File: src/rtl/string_stream_writer_pkg.sv
// Shared types and character constants for the string stream writer.
package string_stream_pkg;

   typedef enum logic [2:0] {
      IDLE,
      LOAD,
      SEND,
      GAP,
      CR,
      LF,
      FINISH
   } state_t;

   localparam logic [7:0] CHAR_NUL = 8'h00;
   localparam logic [7:0] CHAR_CR  = 8'h0D;
   localparam logic [7:0] CHAR_LF  = 8'h0A;

endpackage

File: src/rtl/string_stream_writer_if.sv
// Byte stream valid/ready link between the string writer and the UART transmitter.
interface string_stream_writer_if;
   logic [7:0] tx_data;
   logic       tx_data_valid;
   logic       tx_data_ready;

   modport master (output tx_data, output tx_data_valid, input tx_data_ready);
   modport slave  (input tx_data, input tx_data_valid, output tx_data_ready);
endinterface

File: src/rtl/string_stream_writer_gap_timer.sv
// Inter-character gap timer: load on entry to the gap, count down, flag the last gap cycle.
module gap_timer #(
   parameter int LOAD_VAL = 1
) (
   input  logic clk,
   input  logic rst,
   input  logic load_i,
   output logic expired_o
);
   localparam int W = (LOAD_VAL > 0) ? $clog2(LOAD_VAL + 1) : 1;

   logic [W-1:0] cnt_q;

   always_ff @(posedge clk) begin
      if (rst) begin
         cnt_q <= '0;
      end else if (load_i) begin
         cnt_q <= W'(LOAD_VAL);
      end else if (cnt_q != '0) begin
         cnt_q <= cnt_q - W'(1);
      end
   end

   // loaded value is seen in the first gap cycle, so terminal count is 1
   assign expired_o = (cnt_q == W'(1));
endmodule

File: src/rtl/string_stream_writer.sv
// Emits a latched packed string byte by byte on a valid/ready stream, stopping at the first NUL.
// Optional CR/LF terminator enabled by defining STRING_STREAM_CRLF_EN.
//
// state  | meaning
// IDLE   | waiting for send; chars_sent holds last count
// LOAD   | string latched, head byte inspected
// SEND   | head byte offered, waiting for handshake
// GAP    | idle clocks between accepted bytes
// CR     | offering 8'h0D (CRLF builds only)
// LF     | offering 8'h0A (CRLF builds only)
// FINISH | one-cycle done pulse
module string_stream_writer
   import string_stream_pkg::*;
#(
   parameter int MAX_CHARS       = 82,
   parameter int CHAR_GAP_CYCLES = 0,
   parameter int CNT_W           = $clog2(MAX_CHARS + 3)
) (
   input  logic                   clk,
   input  logic                   rst,
   input  logic [MAX_CHARS*8-1:0] line_i,
   input  logic                   send,
   output logic                   busy,
   output logic                   done,
   output logic [CNT_W-1:0]       chars_sent,
   string_stream_writer_if.master tx
);
   localparam int LW = MAX_CHARS * 8;
   localparam int RW = $clog2(MAX_CHARS + 1);
`ifdef STRING_STREAM_CRLF_EN
   localparam state_t TERM_FIRST = CR;
`else
   localparam state_t TERM_FIRST = FINISH;
`endif

   state_t           state_q, state_d, gap_ret_q, gap_ret_d, dst;
   logic [LW-1:0]    shift_q, shift_d, shift_nx;
   logic [RW-1:0]    rem_q, rem_d;
   logic [CNT_W-1:0] chars_q, chars_d;
   logic [7:0]       head, next_head;
   logic             hs, take, gap_expired;

   assign shift_nx  = shift_q << 8;
   assign head      = shift_q[LW-1 -: 8];
   assign next_head = shift_nx[LW-1 -: 8];

   always_comb begin
      tx.tx_data       = CHAR_NUL;
      tx.tx_data_valid = 1'b0;
      case (state_q)
         SEND: begin
            tx.tx_data       = head;
            tx.tx_data_valid = 1'b1;
         end
`ifdef STRING_STREAM_CRLF_EN
         CR: begin
            tx.tx_data       = CHAR_CR;
            tx.tx_data_valid = 1'b1;
         end
         LF: begin
            tx.tx_data       = CHAR_LF;
            tx.tx_data_valid = 1'b1;
         end
`endif
         default: ;
      endcase
   end

   assign hs = tx.tx_data_valid && tx.tx_data_ready;

   always_comb begin
      state_d   = state_q;
      gap_ret_d = gap_ret_q;
      shift_d   = shift_q;
      rem_d     = rem_q;
      chars_d   = chars_q;
      dst       = FINISH;
      take      = 1'b0;
      case (state_q)
         IDLE: begin
            if (send) begin
               shift_d = line_i;
               rem_d   = RW'(MAX_CHARS);
               chars_d = '0;
               state_d = LOAD;
            end
         end
         LOAD: state_d = (head == CHAR_NUL) ? TERM_FIRST : SEND;
         SEND: begin
            if (hs) begin
               take    = 1'b1;
               chars_d = chars_q + CNT_W'(1);
               shift_d = shift_nx;
               rem_d   = rem_q - RW'(1);
               dst     = (rem_q == RW'(1) || next_head == CHAR_NUL) ? TERM_FIRST : SEND;
            end
         end
         GAP: begin
            if (gap_expired) state_d = gap_ret_q;
         end
`ifdef STRING_STREAM_CRLF_EN
         CR: begin
            if (hs) begin
               take    = 1'b1;
               chars_d = chars_q + CNT_W'(1);
               dst     = LF;
            end
         end
         LF: begin
            if (hs) begin
               take    = 1'b1;
               chars_d = chars_q + CNT_W'(1);
               dst     = FINISH;
            end
         end
`endif
         FINISH:  state_d = IDLE;
         default: state_d = IDLE;
      endcase
      // the gap follows every accepted byte except the one that ends the transfer
      if (take) begin
         if (dst == FINISH) begin
            state_d = FINISH;
         end else if (CHAR_GAP_CYCLES > 0) begin
            state_d   = GAP;
            gap_ret_d = dst;
         end else begin
            state_d = dst;
         end
      end
   end

   always_ff @(posedge clk) begin
      if (rst) begin
         state_q   <= IDLE;
         gap_ret_q <= SEND;
         shift_q   <= '0;
         rem_q     <= '0;
         chars_q   <= '0;
      end else begin
         state_q   <= state_d;
         gap_ret_q <= gap_ret_d;
         shift_q   <= shift_d;
         rem_q     <= rem_d;
         chars_q   <= chars_d;
      end
   end

   generate
      if (CHAR_GAP_CYCLES > 0) begin : g_gap
         logic gap_load;
         assign gap_load = take && (state_d == GAP);
         gap_timer #(.LOAD_VAL(CHAR_GAP_CYCLES)) u_gap_timer (
            .clk       (clk),
            .rst       (rst),
            .load_i    (gap_load),
            .expired_o (gap_expired)
         );
      end else begin : g_no_gap
         assign gap_expired = 1'b1;
      end
   endgenerate

   assign busy       = (state_q != IDLE);
   assign done       = (state_q == FINISH);
   assign chars_sent = chars_q;
endmodule

File: src/flat_wrapper.sv
// flat-port wrapper written by rule: the top's interface ports become plain ports
module string_stream_writer_flat import string_stream_pkg::*;
#(
   parameter int MAX_CHARS       = 82,
   parameter int CHAR_GAP_CYCLES = 0,
   parameter int CNT_W           = $clog2(MAX_CHARS + 3)
)
  (clk, rst, line_i, send, busy, done, chars_sent, tx_tx_data, tx_tx_data_valid, tx_tx_data_ready);
  string_stream_writer_if tx_i ();
  input  logic clk;
  input  logic rst;
  input  logic [MAX_CHARS*8-1:0] line_i;
  input  logic send;
  output logic busy;
  output logic done;
  output logic [CNT_W-1:0] chars_sent;
  output wire logic [$bits(tx_i.tx_data)-1:0] tx_tx_data;
  output wire logic [$bits(tx_i.tx_data_valid)-1:0] tx_tx_data_valid;
  input wire logic [$bits(tx_i.tx_data_ready)-1:0] tx_tx_data_ready;
  assign tx_tx_data = tx_i.tx_data;
  assign tx_tx_data_valid = tx_i.tx_data_valid;
  assign tx_i.tx_data_ready = tx_tx_data_ready;
  string_stream_writer #(.MAX_CHARS(MAX_CHARS), .CHAR_GAP_CYCLES(CHAR_GAP_CYCLES), .CNT_W(CNT_W)) u_core (.clk(clk), .rst(rst), .line_i(line_i), .send(send), .busy(busy), .done(done), .chars_sent(chars_sent), .tx(tx_i));
endmodule
File: config.mk
export PLATFORM = sky130hd
export DESIGN_NAME = string_stream_writer_flat
export DESIGN_NICKNAME = d
export VERILOG_FILES = /design/src/rtl/string_stream_writer_pkg.sv /design/src/rtl/string_stream_writer_if.sv /design/src/rtl/string_stream_writer_gap_timer.sv /design/src/rtl/string_stream_writer.sv /design/src/flat_wrapper.sv
export SDC_FILE = /design/constraint.sdc
export NUM_CORES = 1
export LEC_CHECK = 0
export ABC_CLOCK_PERIOD_IN_PS = 2000
export BUFFER_PORTS_ARGS = -buffer_cell sky130_fd_sc_hd__buf_2
export CAP_MARGIN = 20
export CORE_AREA = 2 2 263 265
export DETAILED_ROUTE_END_ITERATION = 8
export DIE_AREA = 0 0 265 267
export PLACE_DENSITY = 0.65
export RECOVER_POWER = 100
export SLEW_MARGIN = 30
export SYNTH_ARGS = -nofsm -noshare
export SYNTH_HDL_FRONTEND = slang
export SYNTH_SLANG_ARGS = --single-unit
File: constraint.sdc
create_clock -name clk -period 2 [get_ports clk]
set_input_delay 0.1 -clock clk [delete_from_list [all_inputs] [get_ports clk]]
set_output_delay 0.1 -clock clk [all_outputs]
set_load 0.01 [all_outputs]
==> impl_metrics.csv <==
group,metric,value,unit
routing,drtAntennaViolNets,0,
synthesis,synthAdderAreaFrac,0.00131,
routing,drt_iter0_drc,3353,
floorplan,num_rows,96,
global_routing,grt_pass1_wl,177000,um
synthesis,synth_top_cell_area_share,0.469,
layout,fin_util,0.628,
clock_network,cts_tree,"yes",
synthesis,yosysWarnings,0,
timing,period_share,0.961,
placement,dp.cells,5054,
timing,min_period,1920,ps
global_routing,grt_util_met1,0.381,
critical_path,path_class,"reg -> out",
power,power.density,906,nW/um2
synthesis,synth-seq-area-share,0.469,
power,p_clk_frac,0.368,
placement,gpl.final_weighted_congestion,0.888,
timing,final.setup.worst_slack,77.7,ps
synthesis,yosys.area.top_type,"dfxtp_1",
clock_network,cts.clk_slew.worst_paths,60,ps
power,leakagePower,0.0190,uW
layout,layout-drive-gt1-share,0.187,
global_routing,globalRouteMet3Util,0.0781,
synthesis,syn_inst,3735,
placement,hpwlAfterDp,69900,um
timing,fmax,520,MHz
global_routing,grt_use_total,0.314,
clock_network,clock-root-buffer,"clkbuf_16",
routing,vias_per_cell,5.65,
critical_path,end_kind,"output pin",
synthesis,synth.most_common_cell,"dfxtp_1",
global_routing,gr-total-overflow,0,
clock_network,max-clock-path-buffers,3,
clock_network,cts_max_level,3,
routing,wirelength,117000,um
synthesis,synth-xor-area-share,0.00275,
synthesis,syn_nets,4398,
critical_path,critPathMaxFanout,11,
layout,fin_nets,5579,
layout,ff_latch_area,13500,um2
floorplan,io_pins,678,
timing,worst_pin_slew,1270,ps
global_routing,top_usage_layer,"met2",
global_routing,grt_max_degree,151,
synthesis,synth_top_family_by_area,"compound AO/OA/AOI/OAI gates",
global_routing,grt_use_met2,0.494,
power,combinationalPowerShare,0.218,
power,switching_power,11400,uW
synthesis,yosys_most_used_dff,"dfxtp_1",
timing,fin_skew,20.6,ps
global_routing,grt_pass1_vias,32312,
timing,timing.slew.headroom,0.153,
timing,drv_slew,0,
global_routing,antenna_found_initial,19,
power,p_int,27300,uW
layout,multi_input_area,13700,um2
floorplan,dieArea,70800,um2
routing,drc,0,
synthesis,async_flop_share,0,
synthesis,ys_types,38,
synthesis,synth_commonest_cells,"673 x dfxtp_1, 672 x nor2_1, 653 x a21oi_1",
layout,fillers,5417,
outcome,outcome,"finished, final reports clean",
synthesis,ys_ff_latch,673,
critical_path,start_kind,"flop",
power,peakVddDrop,0.605,mV
placement,place_ws,157,ps
placement,place.port_buffers,677,
critical_path,worst_ep_arrival_time,1820,ps
timing,finalHoldViolCount,0,
synthesis,synth_edf_count,0,
flow_run,maxCapViolCount,0,
routing,vias,33136,
clock_network,clkSinkCount,673,
routing,firstDrtPassIters,8,
timing,rsz0062_at_grt,"yes",
routing,wl_per_cell,19.9,um
placement,place_area,33400,um2
synthesis,syn_area,28700,um2
clock_network,insertion_delay,620,ps
synthesis,synth_area_per_cell,7.69,um2
floorplan,initial_core_util,0.422,
power,seqPwrFrac,0.413,
power,p_sw_frac,0.295,
layout,instances_no_fill,5864,
worst_hold_path,hp-class,"in -> reg",
synthesis,synth_compound_area_frac,0.287,
floorplan,dieWidth,265,um
power,p_total,38700,uW
floorplan,core_area,68000,um2
synthesis,ys_top_cells_by_area,"dfxtp_1 47%, a211oi_1 17%, a21oi_1 11%",
synthesis,synth-simple-area-share,0.183,
timing,setup_viol,0,
clock_network,cts_made_buffers,73,
layout,syn2layout_area_growth,48.7,%
layout,postLayoutCellArea,42700,um2
floorplan,die_h,267,um
critical_path,worstPathRequired,1900,ps
synthesis,synthMuxAreaShare,0.00100,
-- power groups by stage --
stage | Clock, uW | Sequential [uW] | Combinational [uW]
after floorplan | 0 | 15900 | 4640
after global placement | 0 | 16200 | 6990
after detailed placement | 0 | 16200 | 7070
after CTS | 14400 | 15900 | 8160
after global routing | 14900 | 16100 | 9240
final | 14200 | 16000 | 8450
-- layout by cell type (no fill, tap or decap), types with 4 or more instances in the layout --
cell type / n
nand2_1: 650
buf_4: 63
dlygate4sd3_1: 659
xnor2_1: 4
nor2_1: 672
clkbuf_1: 24
clkbuf_16: 77
xor2_1: 5
nor3_1: 4
nand3_1: 7
clkbuf_8: 17
buf_6: 4
buf_12: 59
a21oi_1: 653
buf_2: 669
a211oi_1: 644
and3_1: 8
dfxtp_1: 672
clkinv_2: 10
clkbuf_2: 5
diode_2: 10
bufinv_16: 7
nor4_1: 6
a22oi_1: 8
-- worst paths after layout --
kind | start | depth (start not counted) | to | slack (ps)
min | line_i[103] | 4 | u_core.shift_q[103] | 280
max reg2reg | u_core.state_q[1] | 6 | u_core.shift_q[214] | 100
min reg2reg | u_core.shift_q[599] | 2 | u_core.shift_q[599] | 490
max | u_core.state_q[0] | 6 | tx_tx_data_valid | 80
-- flip-flops by register name (all words and copies together) (netlist names) --
name	flops
u_core.chars_sent	7
u_core.rem_q	7
u_core.shift_q	656
u_core.state_q	3
-- logic make-up after synthesis --
group / Yosys count
AOI/OAI and AO/OA: 1313
xor gates and xnor gates: 9
adders and majority gates: 3
buffers and inverters: 371
DFF: 673
muxes: 2
and+or+nand+nor: 1364
-- critical path: stages (launching register included) --
cell and delay [ps]:
dfxtp_1 340, nor2_4 180, nand2_8 130, inv_16 70
buf_4 180, buf_12 160, buf_2 140
-- metrics by stage --
step | hold slack, ps | TNS, ps
floorplan | 241 | 0
global placement | 334 | 0
detailed placement | 345 | 0
CTS | 239 | 0
global route | 270 | -50.1
finish | 280 | 0
-- cell type report --
class,count,share of cell area
Multi-Input combinational cell,2691,0.320
Antenna cell,10,0.000586
Inverter,4,0.000733
Tap cell,882,0.0259
Sequential cell,673,0.316
Clock buffer,108,0.0514
Clock inverter,23,0.00812
Timing Repair Buffer,1473,0.277
-- repair_timing --
item | in CTS | in global routing
pin swaps | 0 | 3
buffers inserted | 2 | 6
endpoints found under the hold margin | 660 | 0
setup endpoints to repair | 1 | 7
hold buffers | 659 | 0
cloned | 1 | 1
gates resized for setup | 3 | 7
-- per-layer routing --
metal	routed length, um	up-vias
met4	8270	14
met2	52800	1879
met3	9600	575
met5	80	-
met1	45900	15275
li1	-	15393
Power figures use the tool's default switching activity.
